## src/rtl/uart_pkg.sv

```systemverilog
// rtl/uart_pkg.sv - shared state encodings, frame constants and tick increment helper for the UART link
package uart_pkg;

    localparam int DATA_BITS = 8;
    localparam int STOP_BITS = 1;

    typedef enum logic [3:0] {
        TX_IDLE  = 4'd0,
        TX_START = 4'd1,
        TX_B0    = 4'd2,
        TX_B1    = 4'd3,
        TX_B2    = 4'd4,
        TX_B3    = 4'd5,
        TX_B4    = 4'd6,
        TX_B5    = 4'd7,
        TX_B6    = 4'd8,
        TX_B7    = 4'd9,
        TX_STOP  = 4'd10
    } tx_state_t;

    typedef enum logic [1:0] {
        RX_IDLE  = 2'd0,
        RX_START = 2'd1,
        RX_DATA  = 2'd2,
        RX_STOP  = 2'd3
    } rx_state_t;

    // round(rate * 2^acc_width / clk_freq)
    function automatic longint calc_inc(input longint clk_freq, input longint rate, input int acc_width);
        return ((rate << acc_width) + clk_freq / 2) / clk_freq;
    endfunction

endpackage

```

## src/rtl/uart_async_link_if.sv

```systemverilog
// rtl/uart_async_link_if.sv - byte-side and serial-pin signals of the UART link
interface uart_async_link_if;
    logic       TxD_start;
    logic [7:0] TxD_data;
    logic       TxD;
    logic       TxD_busy;
    logic       BitTick;
    logic       RxD;
    logic       RxD_data_ready;
    logic [7:0] RxD_data;
    logic       RxD_idle;
    logic       RxD_endofpacket;
    logic       OversamplingTick;

    modport master (
        output TxD_start, TxD_data, RxD,
        input  TxD, TxD_busy, BitTick, RxD_data_ready, RxD_data,
               RxD_idle, RxD_endofpacket, OversamplingTick
    );

    modport slave (
        input  TxD_start, TxD_data, RxD,
        output TxD, TxD_busy, BitTick, RxD_data_ready, RxD_data,
               RxD_idle, RxD_endofpacket, OversamplingTick
    );
endinterface

```

## src/rtl/uart_baud_tick_gen.sv

```systemverilog
// rtl/uart_baud_tick_gen.sv - phase-accumulator tick generator; tick is the accumulator carry
module uart_baud_tick_gen
    import uart_pkg::*;
#(
    parameter int ClkFrequency = 125000000,
    parameter int Rate         = 115200,
    parameter int AccWidth     = 16
) (
    input  logic clk,
    input  logic rst,
    input  logic enable,
    output logic tick
);

    localparam longint INC_L = calc_inc(ClkFrequency, Rate, AccWidth);
    localparam logic [AccWidth:0] INC = INC_L[AccWidth:0];

    logic [AccWidth:0] acc;

    // Holding the accumulator at zero while disabled restarts the phase at every frame
    always_ff @(posedge clk or posedge rst) begin
        if (rst)
            acc <= '0;
        else if (!enable)
            acc <= '0;
        else
            acc <= {1'b0, acc[AccWidth-1:0]} + INC;
    end

    assign tick = acc[AccWidth];

endmodule

```

## src/rtl/uart_async_link.sv

```systemverilog
// rtl/uart_async_link.sv - 8N1 UART transmitter and oversampled receiver; UART_RX_GLITCH_FILTER_EN adds an RX majority filter
module uart_async_link
    import uart_pkg::*;
#(
    parameter int ClkFrequency = 125000000,
    parameter int Baud         = 115200,
    parameter int Oversampling = 8,
    parameter int AccWidth     = 16
) (
    input  logic              clk,
    input  logic              rst,
    uart_async_link_if.slave  bus
);

    localparam int CW = $clog2(Oversampling);
    localparam int GW = $clog2(2 * Oversampling) + 1;
    localparam logic [CW-1:0] CNT_MID  = CW'(Oversampling / 2 - 1);
    localparam logic [CW-1:0] CNT_LAST = CW'(Oversampling - 1);
    localparam logic [GW-1:0] GAP_MAX  = GW'(2 * Oversampling);

    tx_state_t  tx_state, tx_next;
    logic [7:0] tx_shift;
    logic [2:0] tx_idx;
    logic       tx_bit;
    logic       tx_busy;
    logic       bit_tick;

    assign tx_busy = (tx_state != TX_IDLE);

    uart_baud_tick_gen #(.ClkFrequency(ClkFrequency), .Rate(Baud), .AccWidth(AccWidth)) u_tx_tick (
        .clk(clk), .rst(rst), .enable(tx_busy), .tick(bit_tick)
    );

    always_ff @(posedge clk or posedge rst) begin
        if (rst) begin
            tx_state <= TX_IDLE;
            tx_shift <= '0;
        end else begin
            tx_state <= tx_next;
            if (tx_state == TX_IDLE && bus.TxD_start)
                tx_shift <= bus.TxD_data;
        end
    end

    always_comb begin
        tx_next = tx_state;
        tx_bit  = 1'b1;
        tx_idx  = 3'(4'(tx_state) - 4'(TX_B0));
        case (tx_state)
            TX_IDLE:  if (bus.TxD_start) tx_next = TX_START;
            TX_START: begin
                tx_bit = 1'b0;
                if (bit_tick) tx_next = TX_B0;
            end
            TX_STOP:  if (bit_tick) tx_next = TX_IDLE;
            default: begin
                tx_bit = tx_shift[tx_idx];
                if (bit_tick) tx_next = tx_state_t'(4'(tx_state) + 4'd1);
            end
        endcase
    end

    assign bus.TxD      = tx_bit;
    assign bus.TxD_busy = tx_busy;
    assign bus.BitTick  = bit_tick;

    logic os_tick;
    logic [1:0] rx_sync;
    logic rx_line;

    uart_baud_tick_gen #(.ClkFrequency(ClkFrequency), .Rate(Baud * Oversampling), .AccWidth(AccWidth)) u_rx_tick (
        .clk(clk), .rst(rst), .enable(1'b1), .tick(os_tick)
    );

    always_ff @(posedge clk or posedge rst) begin
        if (rst) rx_sync <= 2'b11;
        else     rx_sync <= {rx_sync[0], bus.RxD};
    end

`ifdef UART_RX_GLITCH_FILTER_EN
    logic [2:0] rx_hist;
    always_ff @(posedge clk or posedge rst) begin
        if (rst)          rx_hist <= 3'b111;
        else if (os_tick) rx_hist <= {rx_hist[1:0], rx_sync[1]};
    end
    assign rx_line = (rx_hist[0] & rx_hist[1]) | (rx_hist[1] & rx_hist[2]) | (rx_hist[0] & rx_hist[2]);
`else
    assign rx_line = rx_sync[1];
`endif

    rx_state_t  rx_state, rx_next;
    logic [CW-1:0] rx_cnt, rx_cnt_n;
    logic [2:0] rx_bit, rx_bit_n;
    logic [7:0] rx_shift, rx_shift_n, rx_data, rx_data_n;
    logic       rx_ready, rx_ready_n;
    logic [GW-1:0] gap;
    logic       rx_idle, idle_q, rx_got, rx_eop;

    always_ff @(posedge clk or posedge rst) begin
        if (rst) begin
            rx_state <= RX_IDLE;
            rx_cnt   <= '0;
            rx_bit   <= '0;
            rx_shift <= '0;
            rx_data  <= '0;
            rx_ready <= 1'b0;
        end else begin
            rx_state <= rx_next;
            rx_cnt   <= rx_cnt_n;
            rx_bit   <= rx_bit_n;
            rx_shift <= rx_shift_n;
            rx_data  <= rx_data_n;
            rx_ready <= rx_ready_n;
        end
    end

    // rx_cnt wraps to zero on CNT_LAST, so DATA and STOP sample one bit period apart
    always_comb begin
        rx_next    = rx_state;
        rx_cnt_n   = rx_cnt;
        rx_bit_n   = rx_bit;
        rx_shift_n = rx_shift;
        rx_data_n  = rx_data;
        rx_ready_n = 1'b0;
        case (rx_state)
            RX_IDLE: begin
                rx_cnt_n = '0;
                if (!rx_line) rx_next = RX_START;
            end
            RX_START: if (os_tick) begin
                rx_cnt_n = rx_cnt + 1'b1;
                if (rx_cnt == CNT_MID) begin
                    rx_cnt_n = '0;
                    rx_bit_n = '0;
                    rx_next  = rx_line ? RX_IDLE : RX_DATA;
                end
            end
            RX_DATA: if (os_tick) begin
                rx_cnt_n = rx_cnt + 1'b1;
                if (rx_cnt == CNT_LAST) begin
                    rx_shift_n = {rx_line, rx_shift[7:1]};
                    rx_bit_n   = rx_bit + 3'd1;
                    if (rx_bit == 3'(DATA_BITS - 1)) rx_next = RX_STOP;
                end
            end
            RX_STOP: if (os_tick) begin
                rx_cnt_n = rx_cnt + 1'b1;
                if (rx_cnt == CNT_LAST) begin
                    rx_next = RX_IDLE;
                    if (rx_line) begin
                        rx_data_n  = rx_shift;
                        rx_ready_n = 1'b1;
                    end
                end
            end
            default: rx_next = RX_IDLE;
        endcase
    end

    assign rx_idle = (gap == GAP_MAX);
    assign rx_eop  = rx_idle & ~idle_q & rx_got;

    always_ff @(posedge clk or posedge rst) begin
        if (rst) begin
            gap    <= GAP_MAX;
            idle_q <= 1'b1;
            rx_got <= 1'b0;
        end else begin
            idle_q <= rx_idle;
            if (rx_state == RX_IDLE && !rx_line)
                gap <= '0;
            else if (rx_state == RX_IDLE && os_tick && gap != GAP_MAX)
                gap <= gap + 1'b1;
            if (rx_ready)    rx_got <= 1'b1;
            else if (rx_eop) rx_got <= 1'b0;
        end
    end

    assign bus.RxD_data_ready   = rx_ready;
    assign bus.RxD_data         = rx_data;
    assign bus.RxD_idle         = rx_idle;
    assign bus.RxD_endofpacket  = rx_eop;
    assign bus.OversamplingTick = os_tick;

endmodule

```

## src/flat_wrapper.sv

```systemverilog
// flat-port wrapper written by rule: the top's interface ports become plain ports
module uart_async_link_flat import uart_pkg::*;
#(
    parameter int ClkFrequency = 125000000,
    parameter int Baud         = 115200,
    parameter int Oversampling = 8,
    parameter int AccWidth     = 16
)
  (clk, rst, bus_TxD_start, bus_TxD_data, bus_RxD, bus_TxD, bus_TxD_busy, bus_BitTick, bus_RxD_data_ready, bus_RxD_data, bus_RxD_idle, bus_RxD_endofpacket, bus_OversamplingTick);
  uart_async_link_if bus_i ();
  input  logic clk;
  input  logic rst;
  input wire logic [$bits(bus_i.TxD_start)-1:0] bus_TxD_start;
  input wire logic [$bits(bus_i.TxD_data)-1:0] bus_TxD_data;
  input wire logic [$bits(bus_i.RxD)-1:0] bus_RxD;
  output wire logic [$bits(bus_i.TxD)-1:0] bus_TxD;
  output wire logic [$bits(bus_i.TxD_busy)-1:0] bus_TxD_busy;
  output wire logic [$bits(bus_i.BitTick)-1:0] bus_BitTick;
  output wire logic [$bits(bus_i.RxD_data_ready)-1:0] bus_RxD_data_ready;
  output wire logic [$bits(bus_i.RxD_data)-1:0] bus_RxD_data;
  output wire logic [$bits(bus_i.RxD_idle)-1:0] bus_RxD_idle;
  output wire logic [$bits(bus_i.RxD_endofpacket)-1:0] bus_RxD_endofpacket;
  output wire logic [$bits(bus_i.OversamplingTick)-1:0] bus_OversamplingTick;
  assign bus_i.TxD_start = bus_TxD_start;
  assign bus_i.TxD_data = bus_TxD_data;
  assign bus_i.RxD = bus_RxD;
  assign bus_TxD = bus_i.TxD;
  assign bus_TxD_busy = bus_i.TxD_busy;
  assign bus_BitTick = bus_i.BitTick;
  assign bus_RxD_data_ready = bus_i.RxD_data_ready;
  assign bus_RxD_data = bus_i.RxD_data;
  assign bus_RxD_idle = bus_i.RxD_idle;
  assign bus_RxD_endofpacket = bus_i.RxD_endofpacket;
  assign bus_OversamplingTick = bus_i.OversamplingTick;
  uart_async_link #(.ClkFrequency(ClkFrequency), .Baud(Baud), .Oversampling(Oversampling), .AccWidth(AccWidth)) u_core (.clk(clk), .rst(rst), .bus(bus_i));
endmodule
```

## config.mk

```make
export PLATFORM = sky130hd
export DESIGN_NAME = uart_async_link_flat
export DESIGN_NICKNAME = d
export VERILOG_FILES = /design/src/rtl/uart_pkg.sv /design/src/rtl/uart_async_link_if.sv /design/src/rtl/uart_baud_tick_gen.sv /design/src/rtl/uart_async_link.sv /design/src/flat_wrapper.sv
export SDC_FILE = /design/constraint.sdc
export NUM_CORES = 1
export LEC_CHECK = 0
export ABC_AREA = 0
export CORE_MARGIN = 4
export CORE_UTILIZATION = 48
export DETAILED_ROUTE_END_ITERATION = 12
export PLACE_DENSITY = 0.7
export SLEW_MARGIN = 30
export SYNTH_ARGS = -nofsm -noshare
export SYNTH_HDL_FRONTEND = slang
export SYNTH_SLANG_ARGS = --single-unit
```

## constraint.sdc

```tcl
create_clock -name clk -period 2.6 [get_ports clk]
set_input_delay 0.52 -clock clk [delete_from_list [all_inputs] [get_ports clk]]
set_output_delay 0.52 -clock clk [all_outputs]
set_load 0.1 [all_outputs]
```

==> results.py <==
metrics = {
    "place": {
        "hpwl_um": 4140,
        "place.gp.congestion": 0.848,
        "place_inst": 442,
        "portBuffers": 26,
    },
    "global_route": {
        "met1_usage": 0.188,
        "grt-ovfl-total": 0,
        "grt_pass1_vias": 2336,
        "grt_util_met2": 0.226,
        "grt_max_degree": 79,
        "grt_usage": 0.143,
        "grt_pass1_wl_um": 10200,
        "use_met3": 0.0410,
        "antenna_found_initial": 0,
        "busiest_layer": "met2",
    },
    "power_and_ir_drop": {
        "seqPwrFrac": 0.563,
        "p_sw_frac": 0.211,
        "cellPowerDensity_nw_per_um2": 510,
        "ir_drop_mv": 0.246,
        "power.total_mw": 2.16,
        "power.switching_mw": 0.456,
        "p_int_mw": 1.70,
        "power.share.clock": 0.416,
        "p_leak_nw": 1.99,
        "combPwrFrac": 0.021,
    },
    "clock_tree": {
        "cts_tree": "yes",
        "clkSlewWorstSetupHoldPaths_ns": 0.08,
        "clockRootBuffer": "clkbuf_8",
        "clock_path_buffers": 2,
        "cts_buffers": 9,
        "cts.sinks": 78,
        "cts_resized": 0,
        "h-tree-depth": 3,
        "worstSkewPairLatency_ns": 0.33,
        "post_cts_buffers": 0,
        "cts_hold_buf": 0,
    },
    "worst_setup_path": {
        "crit_fanout": 8,
        "reg2reg_from": "u_core.rx_cnt[0]",
        "rrSetupSlack_ns": 0.68,
        "cp_slowest_cell": "mux4_2",
        "crit_arrival_ns": 1.90,
        "crit_path_start_kind": "flop",
        "crit_start": "u_core.tx_state[0]",
        "cp-end-kind": "primary output",
        "worstPathCellList": "mux4_2 > o2111ai_1 > o21ai_1 > buf_12",
        "crit_type": "reg -> out",
        "cpPeakStageDelay_ns": 0.54,
        "cpLargestDelayFamily": "multiplexers",
        "crit_required_ns": 2.08,
        "cp_num_buf_inv": 1,
    },
    "synthesis": {
        "seq_area_frac_synth": 0.535,
        "synth-warning-count": 0,
        "yosysUniqueCellTypes": 57,
        "synth_seq_cells": 78,
        "synth_flop_cell": "dfrtp_1",
        "synth-edff-count": 0,
        "synth_area_um2": 3650,
        "synth_cells": 325,
        "syn_area_per_cell_um2": 11.2,
        "synthArstFlopShare": 1.00,
        "synth_nets": 352,
    },
    "cells_and_area": {
        "num_antenna_cells": 0,
        "multi_input_area_um2": 1580,
        "fin_cells": 458,
        "layout_commonest_cell": "dfrtp_1",
        "regArea_um2": 1960,
        "areaGrowthSynthToFinish_pct": 16.0,
        "final_nets": 381,
        "final_layout_size_suffix_gt1_frac": 0.195,
        "layout_common_cells": "dfrtp_1 (74), nand2_1 (39), nor2_1 (23), mux2_2 (17), inv_1 (16)",
        "n_fill_cell": 607,
    },
    "route": {
        "vias": 2355,
        "drt_wl_total_um": 5920,
        "drc_errors": 0,
        "first_pass_iters": 4,
        "viasPerCell": 5.14,
        "drt-initial-drc-count": 112,
        "detail_route.wl_per_cell_um": 12.9,
        "final_antenna_net_count": 0,
    },
    "sta": {
        "relSlewSlack": 0.474,
        "hold_viol_final": 0,
        "drv_slew": 0,
        "tightest_slew_ns": 0.787,
        "setup_viol": 0,
        "skew_ns": 0.00794,
        "max_freq_ghz": 0.413,
        "layout_min_cycle_time_ns": 2.42,
        "period_share": 0.930,
        "grt_setup_unrepaired": "false",
        "holdWs_ns": 0.361,
    },
    "status": {
        "status": "complete, no violations",
    },
    "worst_hold_path": {
        "min_from": "u_core.rx_sync[0]",
        "worstHoldPathType": "reg -> reg",
    },
    "die": {
        "pin_count": 27,
        "row_count": 31,
        "core_um2": 7330,
        "die_y_um": 95.3,
        "die_w_um": 95.3,
        "initial_core_util": 0.499,
        "dieArea_um2": 9070,
    },
    "job": {
        "cap_violations": 0,
    },
}
[worst paths after layout]
| path | endpoint | cells past startpoint |
|---|---|---|
| worst max-delay path | bus_TxD | 4 |
| worst min-delay path | u_core.rx_sync[1] | 0 |
| max in group asynchronous | u_core.rx_sync[0] | 3 |
| min in group asynchronous | u_core.u_tx_tick.acc[3] | 3 |
| worst max register to register | u_core.bus.RxD_data[1] | 5 |
| worst min register to register | u_core.rx_sync[1] | 0 |
[metrics by stage]
step | TNS [ns] | util | cell area, um^2 | setup WS, ns
2_1_floorplan | -0.220 | - | 3660 | -0.220
3_3_place_gp | 0 | 0.551 | 4040 | 0.550
3_5_place_dp | 0 | 0.551 | 4040 | 0.532
4_1_cts | 0 | 0.578 | 4240 | 0.149
5_1_grt | 0 | 0.578 | 4240 | 0.0382
6_report | 0 | 0.578 | 4240 | 0.181
[registers in the layout, summed over array words and instances (netlist names), named ones only]
| register | count |
|---|---|
| u_core.bus.RxD_data | 8 |
| u_core.bus.RxD_data_ready | 1 |
| u_core.gap | 5 |
| u_core.idle_q | 1 |
| u_core.rx_bit | 3 |
| u_core.rx_cnt | 3 |
| u_core.rx_got | 1 |
| u_core.rx_shift | 8 |
| u_core.rx_state | 1 |
| u_core.rx_sync | 2 |
| u_core.tx_shift | 8 |
| u_core.tx_state | 4 |
| u_core.u_rx_tick.acc | 17 |
| u_core.u_tx_tick.acc | 15 |
[cell type report]
| type | instances | share of cell area |
|---|---|---|
| well taps | 99 | 0.0292 |
| clock buffers | 11 | 0.0334 |
| flip-flops and latches | 78 | 0.462 |
| clock inverters | 5 | 0.0139 |
| multi-input cells | 218 | 0.372 |
| inverters | 18 | 0.0171 |
| repair buffers | 29 | 0.0726 |
[worst register-to-register path, delay by kind of cell (launching register included)]
kind,cells,cell delay [ns]
multiplexers,1,0.39
flip-flops,1,0.38
adder cells (fa/ha/maj),2,0.45
AND/OR/NAND/NOR,2,0.58
[synth_stat cells (all sizes together), types with 6 or more instances]
cell / instances / area (um^2)
inv: 18 / 72.6
nor2: 25 / 98.8
ha: 15 / 188
nand2: 40 / 153
dfrtp: 74 / 1850
xor2: 11 / 96.3
a21oi: 8 / 40.0
mux2: 17 / 191
o21ai: 12 / 60.1
clkbuf: 6 / 22.5
xnor2: 14 / 123
nand3: 10 / 50.1
[layer usage]
metal | share of wire | vias to the layer above
met5 | 0 | -
met4 | 0.0041 | 0
met3 | 0.028 | 2
met2 | 0.48 | 20
met1 | 0.49 | 1152
li1 | - | 1181
[logic make-up after synthesis]
| kind of cell | count (synthesis) | synth area share |
|---|---|---|
| simple gates | 115 | 0.172 |
| fa+ha+maj | 15 | 0.0514 |
| xor+xnor | 25 | 0.0599 |
| compound gates | 40 | 0.0750 |
| flops | 78 | 0.535 |
| buf+inv | 29 | 0.0346 |
| mux | 23 | 0.0722 |
[power groups by stage]
stage | clock, mW | combinational (mW) | sequential [mW]
after global placement | 0 | 0.0471 | 1.24
after CTS | 0.928 | 0.0477 | 1.22
after global routing | 0.976 | 0.0515 | 1.22
after detailed placement | 0 | 0.0473 | 1.24
after floorplan | 0 | 0.0191 | 1.24
final | 0.898 | 0.0454 | 1.22
No activity file was read; power rests on OpenSTA's default activity.
